<file path="src/rtl/vga_timing_gen_pkg.sv">
`default_nettype none
// ============================================================================
// Module   : defines (package)
// Purpose  : Shared VGA display constants and colour helpers.
//            - Default 640x480@60 timing constants, used as parameter defaults.
//            - Pixel coordinate width.
//            - RRRGGGBB -> 24-bit colour expansion, shared by every colour
//              consumer so that all of them expand the same way.
// Revision : 1.0 - initial release
// ============================================================================
package defines;

  localparam int c_H_ACTIVE = 640;
  localparam int c_H_FP     = 16;
  localparam int c_H_SYNC   = 96;
  localparam int c_H_BP     = 48;
  localparam int c_V_ACTIVE = 480;
  localparam int c_V_FP     = 10;
  localparam int c_V_SYNC   = 2;
  localparam int c_V_BP     = 33;

  localparam int PIXEL_COORD_W = 11;

  // Each channel is widened by repeating its bit pattern, so full scale maps
  // to 8'hFF and zero stays zero.
  // Result layout: {red[7:0], green[7:0], blue[7:0]}.
  function automatic logic [23:0] expand_rgb332(input logic [7:0] rgb);
    logic [2:0] r;
    logic [2:0] g;
    logic [1:0] b;
    r = rgb[7:5];
    g = rgb[4:2];
    b = rgb[1:0];
    return {r, r, r[2:1], g, g, g[2:1], b, b, b, b};
  endfunction

endpackage
`default_nettype wire

</file>
<file path="src/rtl/vga_timing_gen_delay_line.sv">
`default_nettype none
// ============================================================================
// Module   : delay_line
// Purpose  : DEPTH-stage register pipeline with synchronous reset to a
//            parameterised value. DEPTH = 0 degenerates to a plain wire.
// Ports    : clk  - clock
//            rst  - synchronous active-high reset (all stages <= RESET_VAL)
//            i_d  - data in  [WIDTH-1:0]
//            o_q  - data out [WIDTH-1:0], i_d delayed by DEPTH cycles
// Revision : 1.0 - initial release
// ============================================================================
module delay_line #(
  parameter int               WIDTH     = 1,
  parameter int               DEPTH     = 1,
  parameter logic [WIDTH-1:0] RESET_VAL = '0
) (
  input  logic             clk,
  input  logic             rst,
  input  logic [WIDTH-1:0] i_d,
  output logic [WIDTH-1:0] o_q
);

  generate
    if (DEPTH == 0) begin : g_wire
      logic w_unused_clk_rst;
      assign w_unused_clk_rst = clk ^ rst;
      assign o_q = i_d;
    end else begin : g_regs
      logic [WIDTH-1:0] r_stage [DEPTH];

      always_ff @(posedge clk) begin
        if (rst) begin
          for (int i = 0; i < DEPTH; i++) begin
            r_stage[i] <= RESET_VAL;
          end
        end else begin
          r_stage[0] <= i_d;
          for (int i = 1; i < DEPTH; i++) begin
            r_stage[i] <= r_stage[i-1];
          end
        end
      end

      assign o_q = r_stage[DEPTH-1];
    end
  endgenerate

endmodule
`default_nettype wire

</file>
<file path="src/rtl/vga_timing_gen.sv">
`default_nettype none
// ============================================================================
// Module   : vga_timing_gen
// Purpose  : VGA raster timing. Produces pixel coordinates for the drawing
//            objects, takes the resulting RRRGGGBB colour back, blanks it
//            outside the active area and expands it to 8 bits per channel.
//            Sync/blank are delayed to line up with the drawing pipeline.
// Ports    : clk          - pixel-domain clock
//            reset        - synchronous active-high reset
//            pixelX/Y     - raster counters (0..H_TOTAL-1 / 0..V_TOTAL-1)
//            pixelValid   - counters inside the active area
//            startOfFrame - one-clk pulse on entering (0,0) after a wrap
//            RGBIn        - RRRGGGBB colour, PIPE_DELAY clks after pixelX/Y
//            hSyncN/vSyncN- active-low syncs, aligned with colour outputs
//            blankN       - high while colour outputs are active
//            red/green/blue - expanded colour, zero while blanked
// Revision : 1.0 - initial release
// ============================================================================
module vga_timing_gen
  import defines::*;
#(
  parameter int H_ACTIVE   = c_H_ACTIVE,
  parameter int H_FP       = c_H_FP,
  parameter int H_SYNC     = c_H_SYNC,
  parameter int H_BP       = c_H_BP,
  parameter int V_ACTIVE   = c_V_ACTIVE,
  parameter int V_FP       = c_V_FP,
  parameter int V_SYNC     = c_V_SYNC,
  parameter int V_BP       = c_V_BP,
  parameter int PIXEL_DIV  = 2,
  parameter int PIPE_DELAY = 1
) (
  input  logic                     clk,
  input  logic                     reset,
  output logic [PIXEL_COORD_W-1:0] pixelX,
  output logic [PIXEL_COORD_W-1:0] pixelY,
  output logic                     pixelValid,
  output logic                     startOfFrame,
  input  logic [7:0]               RGBIn,
  output logic                     hSyncN,
  output logic                     vSyncN,
  output logic                     blankN,
  output logic [7:0]               red,
  output logic [7:0]               green,
  output logic [7:0]               blue
);

  localparam int c_h_total = H_ACTIVE + H_FP + H_SYNC + H_BP;
  localparam int c_v_total = V_ACTIVE + V_FP + V_SYNC + V_BP;
  localparam int c_div_w   = (PIXEL_DIV > 1) ? $clog2(PIXEL_DIV) : 1;

  localparam logic [PIXEL_COORD_W-1:0] c_h_last   = PIXEL_COORD_W'(c_h_total - 1);
  localparam logic [PIXEL_COORD_W-1:0] c_v_last   = PIXEL_COORD_W'(c_v_total - 1);
  localparam logic [PIXEL_COORD_W-1:0] c_h_act    = PIXEL_COORD_W'(H_ACTIVE);
  localparam logic [PIXEL_COORD_W-1:0] c_v_act    = PIXEL_COORD_W'(V_ACTIVE);
  localparam logic [PIXEL_COORD_W-1:0] c_hs_start = PIXEL_COORD_W'(H_ACTIVE + H_FP);
  localparam logic [PIXEL_COORD_W-1:0] c_hs_end   = PIXEL_COORD_W'(H_ACTIVE + H_FP + H_SYNC);
  localparam logic [PIXEL_COORD_W-1:0] c_vs_start = PIXEL_COORD_W'(V_ACTIVE + V_FP);
  localparam logic [PIXEL_COORD_W-1:0] c_vs_end   = PIXEL_COORD_W'(V_ACTIVE + V_FP + V_SYNC);

  // --------------------------------------------------------------------------
  // Pixel-rate divider. With PIXEL_DIV = 1 the counter is stuck at 0 and the
  // compare below is always true, so every clk is a tick.
  // --------------------------------------------------------------------------
  logic [c_div_w-1:0] r_div_cnt;
  logic               w_tick;

  assign w_tick = (r_div_cnt == c_div_w'(PIXEL_DIV - 1));

  always_ff @(posedge clk) begin
    if (reset) begin
      r_div_cnt <= '0;
    end else if (w_tick) begin
      r_div_cnt <= '0;
    end else begin
      r_div_cnt <= r_div_cnt + c_div_w'(1);
    end
  end

  // --------------------------------------------------------------------------
  // Raster counters and start-of-frame pulse
  // --------------------------------------------------------------------------
  logic [PIXEL_COORD_W-1:0] r_h_cnt;
  logic [PIXEL_COORD_W-1:0] r_v_cnt;
  logic                     r_sof;
  logic                     w_h_end;
  logic                     w_v_end;

  assign w_h_end = (r_h_cnt == c_h_last);
  assign w_v_end = (r_v_cnt == c_v_last);

  always_ff @(posedge clk) begin
    if (reset) begin
      r_h_cnt <= '0;
      r_v_cnt <= '0;
      r_sof   <= 1'b0;
    end else begin
      // Set on the same edge that wraps both counters, so the pulse covers
      // exactly the first clk spent at (0,0). Reset lands on (0,0) without
      // passing through here, hence no pulse after reset.
      r_sof <= w_tick && w_h_end && w_v_end;
      if (w_tick) begin
        if (w_h_end) begin
          r_h_cnt <= '0;
          r_v_cnt <= w_v_end ? '0 : (r_v_cnt + PIXEL_COORD_W'(1));
        end else begin
          r_h_cnt <= r_h_cnt + PIXEL_COORD_W'(1);
        end
      end
    end
  end

  assign pixelX       = r_h_cnt;
  assign pixelY       = r_v_cnt;
  assign startOfFrame = r_sof;

  // --------------------------------------------------------------------------
  // Raw sync/valid, decoded straight from the counters
  // --------------------------------------------------------------------------
  logic w_valid;
  logic w_hsync_n;
  logic w_vsync_n;

  assign w_valid    = (r_h_cnt < c_h_act) && (r_v_cnt < c_v_act);
  assign pixelValid = w_valid;
  assign w_hsync_n  = !((r_h_cnt >= c_hs_start) && (r_h_cnt < c_hs_end));
  assign w_vsync_n  = !((r_v_cnt >= c_vs_start) && (r_v_cnt < c_vs_end));

  // --------------------------------------------------------------------------
  // Match the drawing pipeline latency. Reset value is the inactive pattern:
  // syncs high, valid low.
  // --------------------------------------------------------------------------
  logic [2:0] w_dly;

  delay_line #(
    .WIDTH     (3),
    .DEPTH     (PIPE_DELAY),
    .RESET_VAL (3'b110)
  ) u_sync_dly (
    .clk (clk),
    .rst (reset),
    .i_d ({w_hsync_n, w_vsync_n, w_valid}),
    .o_q (w_dly)
  );

  // --------------------------------------------------------------------------
  // Output register: colour from RGBIn and the delayed sync/valid are
  // captured on the same edge, keeping them aligned at the DAC.
  // --------------------------------------------------------------------------
  logic [23:0] w_rgb24;

  assign w_rgb24 = expand_rgb332(RGBIn);

  always_ff @(posedge clk) begin
    if (reset) begin
      hSyncN <= 1'b1;
      vSyncN <= 1'b1;
      blankN <= 1'b0;
      red    <= '0;
      green  <= '0;
      blue   <= '0;
    end else begin
      hSyncN <= w_dly[2];
      vSyncN <= w_dly[1];
      blankN <= w_dly[0];
      if (w_dly[0]) begin
        {red, green, blue} <= w_rgb24;
      end else begin
        {red, green, blue} <= '0;
      end
    end
  end

endmodule
`default_nettype wire
</file>
<file path="config.mk">
export PLATFORM = sky130hd
export DESIGN_NAME = vga_timing_gen
export DESIGN_NICKNAME = d
export VERILOG_FILES = /design/src/rtl/vga_timing_gen_pkg.sv /design/src/rtl/vga_timing_gen_delay_line.sv /design/src/rtl/vga_timing_gen.sv
export SDC_FILE = /design/constraint.sdc
export NUM_CORES = 1
export LEC_CHECK = 0
export ABC_AREA = 0
export BUFFER_PORTS_ARGS = -buffer_cell sky130_fd_sc_hd__buf_2
export CAP_MARGIN = 20
export CORE_MARGIN = 10
export CORE_UTILIZATION = 33
export CTS_CLUSTER_SIZE = 10
export DETAILED_ROUTE_END_ITERATION = 8
export RECOVER_POWER = 100
export SLEW_MARGIN = 15
export SYNTH_ARGS = -nofsm -noshare
export SYNTH_HDL_FRONTEND = slang
export SYNTH_SLANG_ARGS = --single-unit
</file>
<file path="constraint.sdc">
create_clock -name clk -period 4.5 [get_ports clk]
set_input_delay 0.225 -clock clk [delete_from_list [all_inputs] [get_ports clk]]
set_output_delay 0.225 -clock clk [all_outputs]
set_load 0.01 [all_outputs]
</file>
==> impl_metrics.tcl <==
set metrics [dict create \
    wl_per_cell_microns 13.4 \
    fin_setup_tns_ns 0 \
    core_sq_mm 0.00514 \
    synth-seq-cells 38 \
    cts_tree "built" \
    drtIter0Drc 56 \
    min-delay-start "RGBIn[1]" \
    leakagePower_nw 0.666 \
    setup_viol 0 \
    worstPathCellList "ha_1 -> and3_1 -> nand4_1 -> or4_1 -> a21oi_1" \
    antenna_found_initial 0 \
    finalNetCount 251 \
    fin_crit_ns 2.14 \
    topRoutingLayerUsed "met4" \
    grt_max_degree 29 \
    met3_length_microns 486 \
    yosys_warnings 0 \
    dieHeight_microns 93.0 \
    path_clk_slew_ns 0.07 \
    synthCells 197 \
    cts_buffer_depth 2 \
    crit_required_ns 4.70 \
    cts_made_buffers 5 \
    ant_nets 0 \
    grt_pass1_vias 1428 \
    max_freq_mhz 468 \
    final_cells 309 \
    synth_area_sq_mm 0.00176 \
    wl_met1_microns 1770 \
    vias_per_cell 4.76 \
    antenna_cells 0 \
    dp.cells 301 \
    clk_latency_ns 0.28 \
    reg2reg_from "pixelX[0]" \
    maxSlewViolCount 0 \
    layout_setup_ws_ns 2.36 \
    drive_gt1_share_pct 8.79 \
    final_util_pct 38.8 \
    gp_congestion 0.783 \
    cts_resized 0 \
    syn_to_final_growth_pct 13.4 \
    num_rows 26 \
    relSlewSlack_pct 23.5 \
    seq_area_frac_synth_pct 43.3 \
    power_density_mw_per_mm2 323 \
    fin_crit_sh_pct 47.5 \
    track_usage_pct 9.29 \
    post-place-ws_ns 2.60 \
    design_area_sq_mm 0.00199 \
    crit_type "flop to flop" \
    crit_start "pixelX[0]" \
    status "finished clean" \
    synth.distinct_cells 38 \
    critPathMaxFanout 13 \
    syn_avg_cell_area_sq_um 8.92 \
    ir_drop_mv 0.175 \
    cpPeakStageDelay_ns 0.62 \
    hold_viol_final 0 \
    vias 1471 \
    critPathArrivalTime_ns 2.33 \
    cp-start-kind "flop" \
    wl_microns 4130 \
    root_buffer "clkbuf_8" \
    dr.pass1.iters 4 \
    cts_htree_levels 2 \
    rsz0062_at_grt "no" \
    drv_cap 0 \
    tightest_slew_ns 1.15 \
    die_w_microns 93.0 \
    die_area_sq_mm 0.00864 \
    wl_met2_microns 1830 \
    grt-ovfl-total 0 \
    skew_ns 0.00551 \
    cts_hold_buffers 0 \
    cts_setup_buffers 0 \
    grt_pass1_wl_microns 6640 \
    reg2reg_slack_ns 2.36 \
    end_kind "flop" \
    start_util_pct 34.2 \
    io_buffers 60 \
    post_dp_cell_area_sq_mm 0.00196 \
    boundaryPins 61 \
    crit_path_top_delay_cell "or4_1" \
    clock_sinks 38 \
    drc 0 \
    synth_nets 210 \
    worstHoldPathType "input port to flop" \
    hpwlAfterDp_microns 3140 \
]
[area by class of cell]
class                   count  area, sq um
clock buffers               8          110
fillers                   569         3150
inverters                   9         33.8
multi-input cells         124          764
flip-flops and latches     38          761
well taps                  70         87.6
repair buffers             60          235
[sequential cells by signal, indices dropped and copies added (netlist names)]
signal	flops
pixelX	11
green	3
red	3
r_div_cnt	1
startOfFrame	1
vSyncN	1
pixelY	11
hSyncN	1
blankN	1
u_sync_dly.g_regs.r_stage	3
blue	2
[worst paths after layout]
| kind | endpoint | depth (start not counted) |
|---|---|---|
| setup / recovery | pixelY[6] | 5 |
| hold / removal | blue[5] | 2 |
| hold reg to reg | hSyncN | 1 |
| setup reg to reg | pixelY[6] | 5 |
[power by group]
group          switching [mW]  total, mW  internal (mW)
logic                  0.0186     0.0304         0.0118
clock network           0.112      0.266          0.155
registers             0.00496      0.347          0.342
total                   0.135      0.644          0.509
[synth_stat cells]
master	count	area share [%]
a21oi_1	12	3.4
a311oi_1	1	0.50
a31o_2	1	0.50
and2_1	9	3.2
and2_2	1	0.43
and3_1	1	0.36
and3_2	2	0.85
and4_1	2	1.0
and4b_1	1	0.57
and4bb_1	1	0.71
buf_2	2	0.57
buf_4	16	6.8
buf_6	1	0.64
clkbuf_1	4	0.85
clkbuf_2	1	0.28
clkbuf_8	2	1.6
dfxtp_1	38	43
ha_1	3	2.1
inv_1	9	1.9
nand2_1	9	1.9
nand2b_1	3	1.1
nand3_1	14	4.0
nand4_1	8	2.8
nand4_2	1	0.71
nor2_1	15	3.2
nor2_4	1	0.64
nor2b_1	2	0.71
nor3_1	5	1.4
nor4_1	4	1.4
nor4b_1	1	0.50
o21ai_0	2	0.57
o31ai_1	2	0.85
o32ai_1	5	2.5
or2_2	2	0.71
or3_1	4	1.4
or4_1	2	0.85
xnor2_1	5	2.5
xor2_1	5	2.5
[cell usage in the layout, fill, tap and decap left out, types with 3 or more instances in the layout]
cell type	netlist	final
a21oi_1	12	12
and2_0	0	3
and2_1	9	7
buf_2	2	8
clkbuf_1	4	52
clkbuf_8	2	8
dfxtp_1	38	38
ha_1	3	3
inv_1	9	9
nand2_1	9	9
nand2b_1	3	3
nand3_1	14	14
nand4_1	8	9
nor2_1	15	15
nor3_1	5	5
nor4_1	4	4
o32ai_1	5	5
or3_1	4	4
xnor2_1	5	5
xor2_1	5	5
[per-layer routing]
layer	vias to the layer above	track usage [%]
li1	754	-
met1	656	9.66
met2	57	15.4
met3	4	5.25
met4	0	3.34
met5	-	0
[worst max-delay path, delay by kind of cell, from the launching register on]
family | cells | cell delay [ns]
adder cells (fa/ha/maj) | 1 | 0.22
AO/OA/AOI/OAI | 1 | 0.14
AND/OR/NAND/NOR | 3 | 1.30
flip-flops | 1 | 0.39
[through the flow]
| stage | power (mW) | hold WS [ns] |
|---|---|---|
| 2_1_floorplan | 0.382 | 0.347 |
| 5_1_grt | 0.670 | 0.131 |
| 3_3_place_gp | 0.388 | 0.394 |
| 4_1_cts | 0.659 | 0.133 |
| 3_5_place_dp | 0.389 | 0.396 |
| 6_report | 0.644 | 0.144 |
[cell families after synthesis]
kind of cell    synth area share, %
xor+xnor                       4.99
fa+ha+maj                      2.14
simple gates                   28.6
buf+inv                        12.7
compound gates                 8.33
flops                          43.3
Note: power is estimated with default switching activity, not from simulation.
